`src/rtl/conv_pkg.sv`:
```
// Shared conv-pipeline definitions: default geometry, sample width and the
// row-phase state encoding used by the pooling stage.
package conv_pkg;

    localparam int DATA_W_DEF = 16;
    localparam int FM_W_DEF   = 10;
    localparam int FM_H_DEF   = 10;
    localparam int FM_C_DEF   = 12;

    // Row-phase states of the 2x2 pooling walker.
    typedef logic [0:0] row_state_t;
    localparam row_state_t ROW_EVEN = 1'b0;
    localparam row_state_t ROW_ODD  = 1'b1;

    // Counter width able to hold 0..n-1; never narrower than one bit.
    function automatic int cnt_w(input int n);
        return (n > 1) ? $clog2(n) : 1;
    endfunction

endpackage

```
`src/rtl/relu_maxpool_if.sv`:
```
// Stream bundle around the pooling stage: sample input, pooled output and
// the per-frame ReLU enable.
interface relu_maxpool_if import conv_pkg::*; #(
    parameter int DATA_W = DATA_W_DEF
) ();

    logic              relu_en;
    logic              din_valid;
    logic              din_ready;
    logic [DATA_W-1:0] din_data;
    logic              dout_valid;
    logic              dout_ready;
    logic [DATA_W-1:0] dout_data;
    logic              dout_last;

    modport master (
        output relu_en, din_valid, din_data, dout_ready,
        input  din_ready, dout_valid, dout_data, dout_last
    );

    modport slave (
        input  relu_en, din_valid, din_data, dout_ready,
        output din_ready, dout_valid, dout_data, dout_last
    );

endinterface

```
`src/rtl/pool_linebuf.sv`:
```
// Half-row line buffer holding the horizontal pair maxima of an even row
// until the matching odd row arrives.
module pool_linebuf import conv_pkg::*; #(
    parameter int DATA_W = DATA_W_DEF,
    parameter int DEPTH  = FM_W_DEF / 2,
    parameter int AW     = cnt_w(DEPTH)
) (
    input  logic              clk,
    input  logic              we,
    input  logic [AW-1:0]     waddr,
    input  logic [DATA_W-1:0] wdata,
    input  logic [AW-1:0]     raddr,
    output logic [DATA_W-1:0] rdata
);

    logic [DATA_W-1:0] mem [DEPTH];

    // No reset: every entry is rewritten in an even row before it is read.
    always_ff @(posedge clk) begin
        if (we) begin
            mem[waddr] <= wdata;
        end
    end

    // Combinational read so the odd-row window completes in the accept cycle.
    assign rdata = mem[raddr];

endmodule

```
`src/rtl/relu_maxpool.sv`:
```
// ReLU followed by 2x2/stride-2 max pooling over channel-major feature maps,
// with a one-beat output register and pass-through backpressure.
module relu_maxpool import conv_pkg::*; #(
    parameter int DATA_W = DATA_W_DEF,
    parameter int FM_W   = FM_W_DEF,
    parameter int FM_H   = FM_H_DEF,
    parameter int FM_C   = FM_C_DEF
) (
    input logic           clk,
    input logic           rst_n,
    relu_maxpool_if.slave bus
);

    localparam int CW       = cnt_w(FM_W);
    localparam int RW       = cnt_w(FM_H);
    localparam int CHW      = cnt_w(FM_C);
    localparam int LB_DEPTH = FM_W / 2;
    localparam int AW       = cnt_w(LB_DEPTH);

    generate
        if ((FM_W % 2) != 0 || (FM_H % 2) != 0 || FM_W < 2 || FM_H < 2) begin : g_bad_geometry
            $error("relu_maxpool: FM_W and FM_H must be even and at least 2");
        end
    endgenerate

    function automatic logic signed [DATA_W-1:0] smax(
        input logic signed [DATA_W-1:0] a,
        input logic signed [DATA_W-1:0] b
    );
        return (a > b) ? a : b;
    endfunction

    logic [CW-1:0]             col_reg;
    logic [RW-1:0]             row_reg;
    logic [CHW-1:0]            ch_reg;
    row_state_t                state_reg;
    logic signed [DATA_W-1:0]  pair_reg;
    logic [DATA_W-1:0]         dout_data_reg;
    logic                      dout_valid_reg;
    logic                      dout_last_reg;

    logic                      accept;
    logic                      col_last;
    logic                      row_last;
    logic                      ch_last;
    logic                      odd_col;
    logic                      lb_we;
    logic                      produce;
    logic [AW-1:0]             lb_addr;
    logic signed [DATA_W-1:0]  sample;
    logic signed [DATA_W-1:0]  pair_max;
    logic signed [DATA_W-1:0]  lb_rdata;
    logic signed [DATA_W-1:0]  window_max;

    assign bus.din_ready  = !dout_valid_reg || bus.dout_ready;
    assign bus.dout_valid = dout_valid_reg;
    assign bus.dout_data  = dout_data_reg;
    assign bus.dout_last  = dout_last_reg;

    assign accept   = bus.din_valid && bus.din_ready;
    assign col_last = (col_reg == CW'(FM_W - 1));
    assign row_last = (row_reg == RW'(FM_H - 1));
    assign ch_last  = (ch_reg  == CHW'(FM_C - 1));
    assign odd_col  = col_reg[0];
    assign lb_addr  = AW'(col_reg >> 1);
    assign lb_we    = accept && odd_col && (state_reg == ROW_EVEN);
    assign produce  = accept && odd_col && (state_reg == ROW_ODD);

    assign sample     = (bus.relu_en && bus.din_data[DATA_W-1]) ? '0 : $signed(bus.din_data);
    assign pair_max   = smax(pair_reg, sample);
    assign window_max = smax(pair_max, lb_rdata);

    pool_linebuf #(
        .DATA_W (DATA_W),
        .DEPTH  (LB_DEPTH),
        .AW     (AW)
    ) u_linebuf (
        .clk   (clk),
        .we    (lb_we),
        .waddr (lb_addr),
        .wdata (pair_max),
        .raddr (lb_addr),
        .rdata (lb_rdata)
    );

    // Raster position and row phase; the phase flips on every row wrap, so an
    // even FM_H always brings it back to ROW_EVEN at each channel start.
    always_ff @(posedge clk or negedge rst_n) begin
        if (!rst_n) begin
            col_reg   <= '0;
            row_reg   <= '0;
            ch_reg    <= '0;
            state_reg <= ROW_EVEN;
            pair_reg  <= '0;
        end else if (accept) begin
            if (!odd_col) begin
                pair_reg <= sample;
            end
            if (col_last) begin
                col_reg   <= '0;
                state_reg <= (state_reg == ROW_EVEN) ? ROW_ODD : ROW_EVEN;
                if (row_last) begin
                    row_reg <= '0;
                    ch_reg  <= ch_last ? '0 : ch_reg + CHW'(1);
                end else begin
                    row_reg <= row_reg + RW'(1);
                end
            end else begin
                col_reg <= col_reg + CW'(1);
            end
        end
    end

    // A window can only complete when din_ready is high, i.e. the output slot
    // is empty or draining this cycle, so a new beat never overwrites a live one.
    always_ff @(posedge clk or negedge rst_n) begin
        if (!rst_n) begin
            dout_valid_reg <= 1'b0;
            dout_last_reg  <= 1'b0;
            dout_data_reg  <= '0;
        end else if (produce) begin
            dout_valid_reg <= 1'b1;
            dout_last_reg  <= ch_last && row_last && col_last;
            dout_data_reg  <= window_max;
        end else if (bus.dout_ready) begin
            dout_valid_reg <= 1'b0;
            dout_last_reg  <= 1'b0;
        end
    end

endmodule

```
`src/flat_wrapper.sv`:
```
// flat-port wrapper written by rule: the top's interface ports become plain ports
module relu_maxpool_flat import conv_pkg::*;
#(
    parameter int DATA_W = DATA_W_DEF,
    parameter int FM_W   = FM_W_DEF,
    parameter int FM_H   = FM_H_DEF,
    parameter int FM_C   = FM_C_DEF
)
  (clk, rst_n, bus_relu_en, bus_din_valid, bus_din_data, bus_dout_ready, bus_din_ready, bus_dout_valid, bus_dout_data, bus_dout_last);
  relu_maxpool_if #(.DATA_W(DATA_W)) bus_i ();
  input logic clk;
  input logic rst_n;
  input wire logic [$bits(bus_i.relu_en)-1:0] bus_relu_en;
  input wire logic [$bits(bus_i.din_valid)-1:0] bus_din_valid;
  input wire logic [$bits(bus_i.din_data)-1:0] bus_din_data;
  input wire logic [$bits(bus_i.dout_ready)-1:0] bus_dout_ready;
  output wire logic [$bits(bus_i.din_ready)-1:0] bus_din_ready;
  output wire logic [$bits(bus_i.dout_valid)-1:0] bus_dout_valid;
  output wire logic [$bits(bus_i.dout_data)-1:0] bus_dout_data;
  output wire logic [$bits(bus_i.dout_last)-1:0] bus_dout_last;
  assign bus_i.relu_en = bus_relu_en;
  assign bus_i.din_valid = bus_din_valid;
  assign bus_i.din_data = bus_din_data;
  assign bus_i.dout_ready = bus_dout_ready;
  assign bus_din_ready = bus_i.din_ready;
  assign bus_dout_valid = bus_i.dout_valid;
  assign bus_dout_data = bus_i.dout_data;
  assign bus_dout_last = bus_i.dout_last;
  relu_maxpool #(.DATA_W(DATA_W), .FM_W(FM_W), .FM_H(FM_H), .FM_C(FM_C)) u_core (.clk(clk), .rst_n(rst_n), .bus(bus_i));
endmodule
```
`config.mk`:
```
export PLATFORM = sky130hd
export DESIGN_NAME = relu_maxpool_flat
export DESIGN_NICKNAME = d
export VERILOG_FILES = /design/src/rtl/conv_pkg.sv /design/src/rtl/relu_maxpool_if.sv /design/src/rtl/pool_linebuf.sv /design/src/rtl/relu_maxpool.sv /design/src/flat_wrapper.sv
export SDC_FILE = /design/constraint.sdc
export NUM_CORES = 1
export LEC_CHECK = 0
export ABC_CLOCK_PERIOD_IN_PS = 4850
export CAP_MARGIN = 30
export CORE_AREA = 2 2 105 107
export CTS_CLUSTER_SIZE = 30
export DETAILED_ROUTE_END_ITERATION = 12
export DIE_AREA = 0 0 107 109
export GPL_TIMING_DRIVEN = 1
export PLACE_DENSITY = 0.9
export SLEW_MARGIN = 40
export SYNTH_ARGS = -nofsm -noshare
export SYNTH_HDL_FRONTEND = slang
export SYNTH_SLANG_ARGS = --single-unit
```
`constraint.sdc`:
```
create_clock -name clk -period 4.85 [get_ports clk]
set_clock_uncertainty 0.05 [all_clocks]
set_input_delay 0.485 -clock clk [delete_from_list [all_inputs] [get_ports clk]]
set_output_delay 0.485 -clock clk [all_outputs]
set_load 0.01 [all_outputs]
```
==> results list <==
- The run finished, with violations left.
- Violations in the final reports: negative setup slack
- The detail route stage leaves a number of antenna-violating nets equal to 0.
* Area inside the core boundary: 10600 sq um
- Total Die Area: 11700 sq um
* Maximum number of pins on one net before global-route repair: 48
- Core utilization of the finished layout: 73.2%
- Buffers added on ports: 39
- Worst voltage drop across the vdd grid: 0.415 mV
* Timing-limited maximum frequency: 203 MHz
- Row generation in the floorplan step produced 38 rows.
- Clock latency reported for the late side of the worst-skew pair: 540 ps
- Clk buf depth: 2
- The clock tree synthesis step divided the H-tree into 4 levels.
- Detail-routed via count per cell: 6.37
- The number of global-route vias before repair is 4682.
* Total power divided by cell area: 697 nW/um^2
- In this run, placement finished with an instance count of 716.
- Synth Flop Type: sky130_fd_sc_hd__edfxtp_1
- Async set-reset flop share out of synthesis: 37.0%
* Starting density of the core: 57.7%
- I/O pin cnt: 40
- In the routed design, unresolved DRC markers number 0.
- Total Neg Setup Slack: -86.0 ps
- After detailed routing, the average wire length per cell comes to 22.0 microns.
* TritonCTS Buffers: 17
- Post-synthesis net count: 556
- Number of nets at the end of the flow: 651
- Yosys warning total: 0
* DPL Wire Length: 9.53 mm
* Area growth from synthesis to layout: 26.9%
- Sequential share of the synthesized area: 58.5%
- Filler instances: 564
- First-pass GRT wire length: 24.4 mm
- Summed over all layers, the routed wires come to 16.5 mm.
- Count of flip-flops with a built-in enable after synthesis: 80
- The tree is rooted in a sky130_fd_sc_hd__clkbuf_8.
* Overflow left after global routing: 0
- The register with the most flip-flops in the layout has 80 of them.
- The routed design could run at a clock period as short as 4920 ps.
- In this run the horizontal extent of the chip is 107 microns.
- Worst Path Required: 5220 ps
* Setup-failing EPs final: 3
- At the pin with the least slew margin, the transition time is 667 ps.
- Top cells by area in the synthesized netlist: sky130_fd_sc_hd__edfxtp_1 (39%), sky130_fd_sc_hd__dfrtp_1 (19%), sky130_fd_sc_hd__ha_1 (6.8%)
- Critical Path Sink Type: flop
- STA puts the critical path data arrival time at 5300 ps.
- The routed layout has 4778 vias.
- Area share of the largest cell type after synthesis: 39.3%
- Number of clock sinks: 127
- Final hold violation count: 0
- Post-synthesis cell type with the largest combined area: sky130_fd_sc_hd__edfxtp_1
- Synthesized area: 6120 sq um
* Type of the worst min-delay path: in2async
* Fraction of layout cells with a size suffix above 1: 23.4%
* Total GRT Usage: 28.2%
- Antenna violations before repair: 0
- Across all setup checks in the final design, the least slack found is -71.6 ps.
* Highest fanout seen on the critical path: 9
* Count of maximum capacitance violations: 0
- Final number of max-transition violations: 0
- The analysis attributes to cell leakage a power of 3.32 nW.
* Count of routing violations after the opening detailed-route iteration: 542
- Synthesis handed over a netlist of 502 instances.
- After synthesis, the netlist uses 53 different library cells.
- Tracing the worst setup path back leads to its startpoint at bus_din_data[15].
- Routability-driven placement finished with a final weighted congestion of 0.941.
* Relative max-transition margin: 55.4%
* Final hold slack: 459 ps
* Average footprint of a synthesized cell: 12.2 sq um
* First-pass detailed-route iteration total: 5
- Clock-pin slew was measured on the worst setup and hold paths at 60 ps.
- Setup Crit Path Kind: in2reg
* Worst reg2reg path startpoint: u_core.pair_reg[15]$_DFFE_PN0P_
- Number of standard cells in the layout, taps in and fillers out: 750
* TritonCTS clock tree: yes
- Vertical die dimension: 109 microns
- Final clock period utilization by the worst path: 101%
- Timing analysis after detailed placement gives a worst setup slack of -319 ps.
- Yosys reg bits: 127
- The number of antenna diodes in the final layout is 0.
* Critical path launch point type: primary input
where the power goes:
part	internal [mW]	switching, mW
Clock	0.879	0.467
Sequential	1.46	0.211
Combinational	1.06	1.33
per-stage QoR:
step / cell area (sq um) / total power, mW
finish: 7760 / 5.41
detailed placement: 7020 / 3.73
CTS: 7650 / 5.16
global route: 7760 / 5.60
floorplan: 6120 / 2.87
global placement: 7010 / 3.59
cells in the final DEF, fill, tap and decap left out, drive strengths merged, types with 4 or more instances in the layout:
cell / instances
buf: 63
mux2: 14
a21o: 5
nand2b: 4
a21oi: 10
clkinv: 6
nand2: 55
nand3: 9
xnor2: 4
o21ai: 45
a22oi: 26
dfrtp: 47
ha: 33
clkdlybuf4s50: 38
mux4: 6
mux2i: 22
nor3: 6
edfxtp: 80
bufinv: 5
inv: 36
and4: 4
clkbuf: 19
nor2: 31
a221oi: 9
synthesized netlist by cell type (2+ instances only):
cell                        n
sky130_fd_sc_hd__ha_1      33
sky130_fd_sc_hd__dfrtp_1   47
sky130_fd_sc_hd__a221oi_1   9
sky130_fd_sc_hd__nand3_1    8
sky130_fd_sc_hd__xnor2_1    4
sky130_fd_sc_hd__buf_6      3
sky130_fd_sc_hd__mux2_2    13
sky130_fd_sc_hd__nand2b_1   4
sky130_fd_sc_hd__a21oi_1   10
sky130_fd_sc_hd__nor3_1     4
sky130_fd_sc_hd__mux2i_1   22
sky130_fd_sc_hd__and3_1     3
sky130_fd_sc_hd__edfxtp_1  80
sky130_fd_sc_hd__clkbuf_1  17
sky130_fd_sc_hd__o21ai_1   15
sky130_fd_sc_hd__inv_1     34
sky130_fd_sc_hd__nor2b_1    3
sky130_fd_sc_hd__a21o_1     5
sky130_fd_sc_hd__and4_1     3
sky130_fd_sc_hd__and2_1     2
sky130_fd_sc_hd__o21ai_0   29
sky130_fd_sc_hd__mux4_2     6
sky130_fd_sc_hd__nand4_1    3
sky130_fd_sc_hd__nor3b_1    2
sky130_fd_sc_hd__nand2_1   55
sky130_fd_sc_hd__a22o_1     2
sky130_fd_sc_hd__nor2_1    31
sky130_fd_sc_hd__buf_2      5
sky130_fd_sc_hd__a22oi_1   26
layout make-up:
type	count	area (sq um)	area share, %
Tap cell	140	175	2.26
Timing Repair Buffer	102	876	11.3
Clock inverter	13	193	2.48
Multi-Input combinational cell	314	2380	30.7
Clock buffer	19	422	5.43
Inverter	35	131	1.69
Sequential cell	127	3580	46.1
worst max-delay path, cell delays in order:
cell and delay (ps):
sky130_fd_sc_hd__clkdlybuf4s50_1 460, sky130_fd_sc_hd__nand2_4 140, sky130_fd_sc_hd__nand2_1 100, sky130_fd_sc_hd__ha_1 340, sky130_fd_sc_hd__and4_1 200, sky130_fd_sc_hd__and2_0 170
sky130_fd_sc_hd__a22o_1 240, sky130_fd_sc_hd__nor4_4 280, sky130_fd_sc_hd__o32a_4 250, sky130_fd_sc_hd__buf_4 190, sky130_fd_sc_hd__mux2i_1 290, sky130_fd_sc_hd__inv_1 140
sky130_fd_sc_hd__ha_1 340, sky130_fd_sc_hd__nand2_1 90, sky130_fd_sc_hd__o21ai_0 380, sky130_fd_sc_hd__a31oi_2 180, sky130_fd_sc_hd__mux2_4 330, sky130_fd_sc_hd__or2_1 250
sky130_fd_sc_hd__buf_4 190, sky130_fd_sc_hd__o21ai_1 250
repair_timing:
action	in CTS	in global routing
hold endpoints to repair	47	0
endpoints found under the setup margin	4	16
hold buffers	1	0
resized for setup	1	21
pin swaps	0	3
setup buffers	0	1
per-layer routing:
layer | share of wire (%) | vias up | track usage [%]
met4 | 4.9 | 0 | 13.5
met1 | 37 | 2313 | 34.3
met2 | 50 | 348 | 47.5
li1 | - | 2032 | -
met5 | 0 | - | 0
met3 | 7.9 | 85 | 6.87
path summary, 6_finish.rpt:
path | cells past startpoint | end | slack, ps
worst min register to register | 2 | u_core.pair_reg[13]$_DFFE_PN0P_ | 470
min in group clk | 2 | u_core.pair_reg[13]$_DFFE_PN0P_ | 470
worst min-delay path | 2 | u_core.ch_reg[2]$_DFFE_PN0P_ | 460
max in group asynchronous | 2 | u_core.col_reg[2]$_DFFE_PN0P_ | 3850
worst max-delay path | 20 | u_core.bus.dout_data[3]$_DFFE_PN0P_ | -70
worst max register to register | 17 | u_core.bus.dout_data[3]$_DFFE_PN0P_ | 150
logic make-up (layout without fill, tap and decap cells):
family	after synthesis	in the layout	synth area share, %
AND/OR/NAND/NOR	131	131	10.3
multiplexers	42	42	8.45
XOR/XNOR	4	4	0.573
adder cells (fa/ha/maj)	33	33	6.75
AO/OA/AOI/OAI	104	104	10.9
buffers and inverters	61	169	4.48
flip-flops	127	127	58.5
Power figures use the tool's default switching activity.
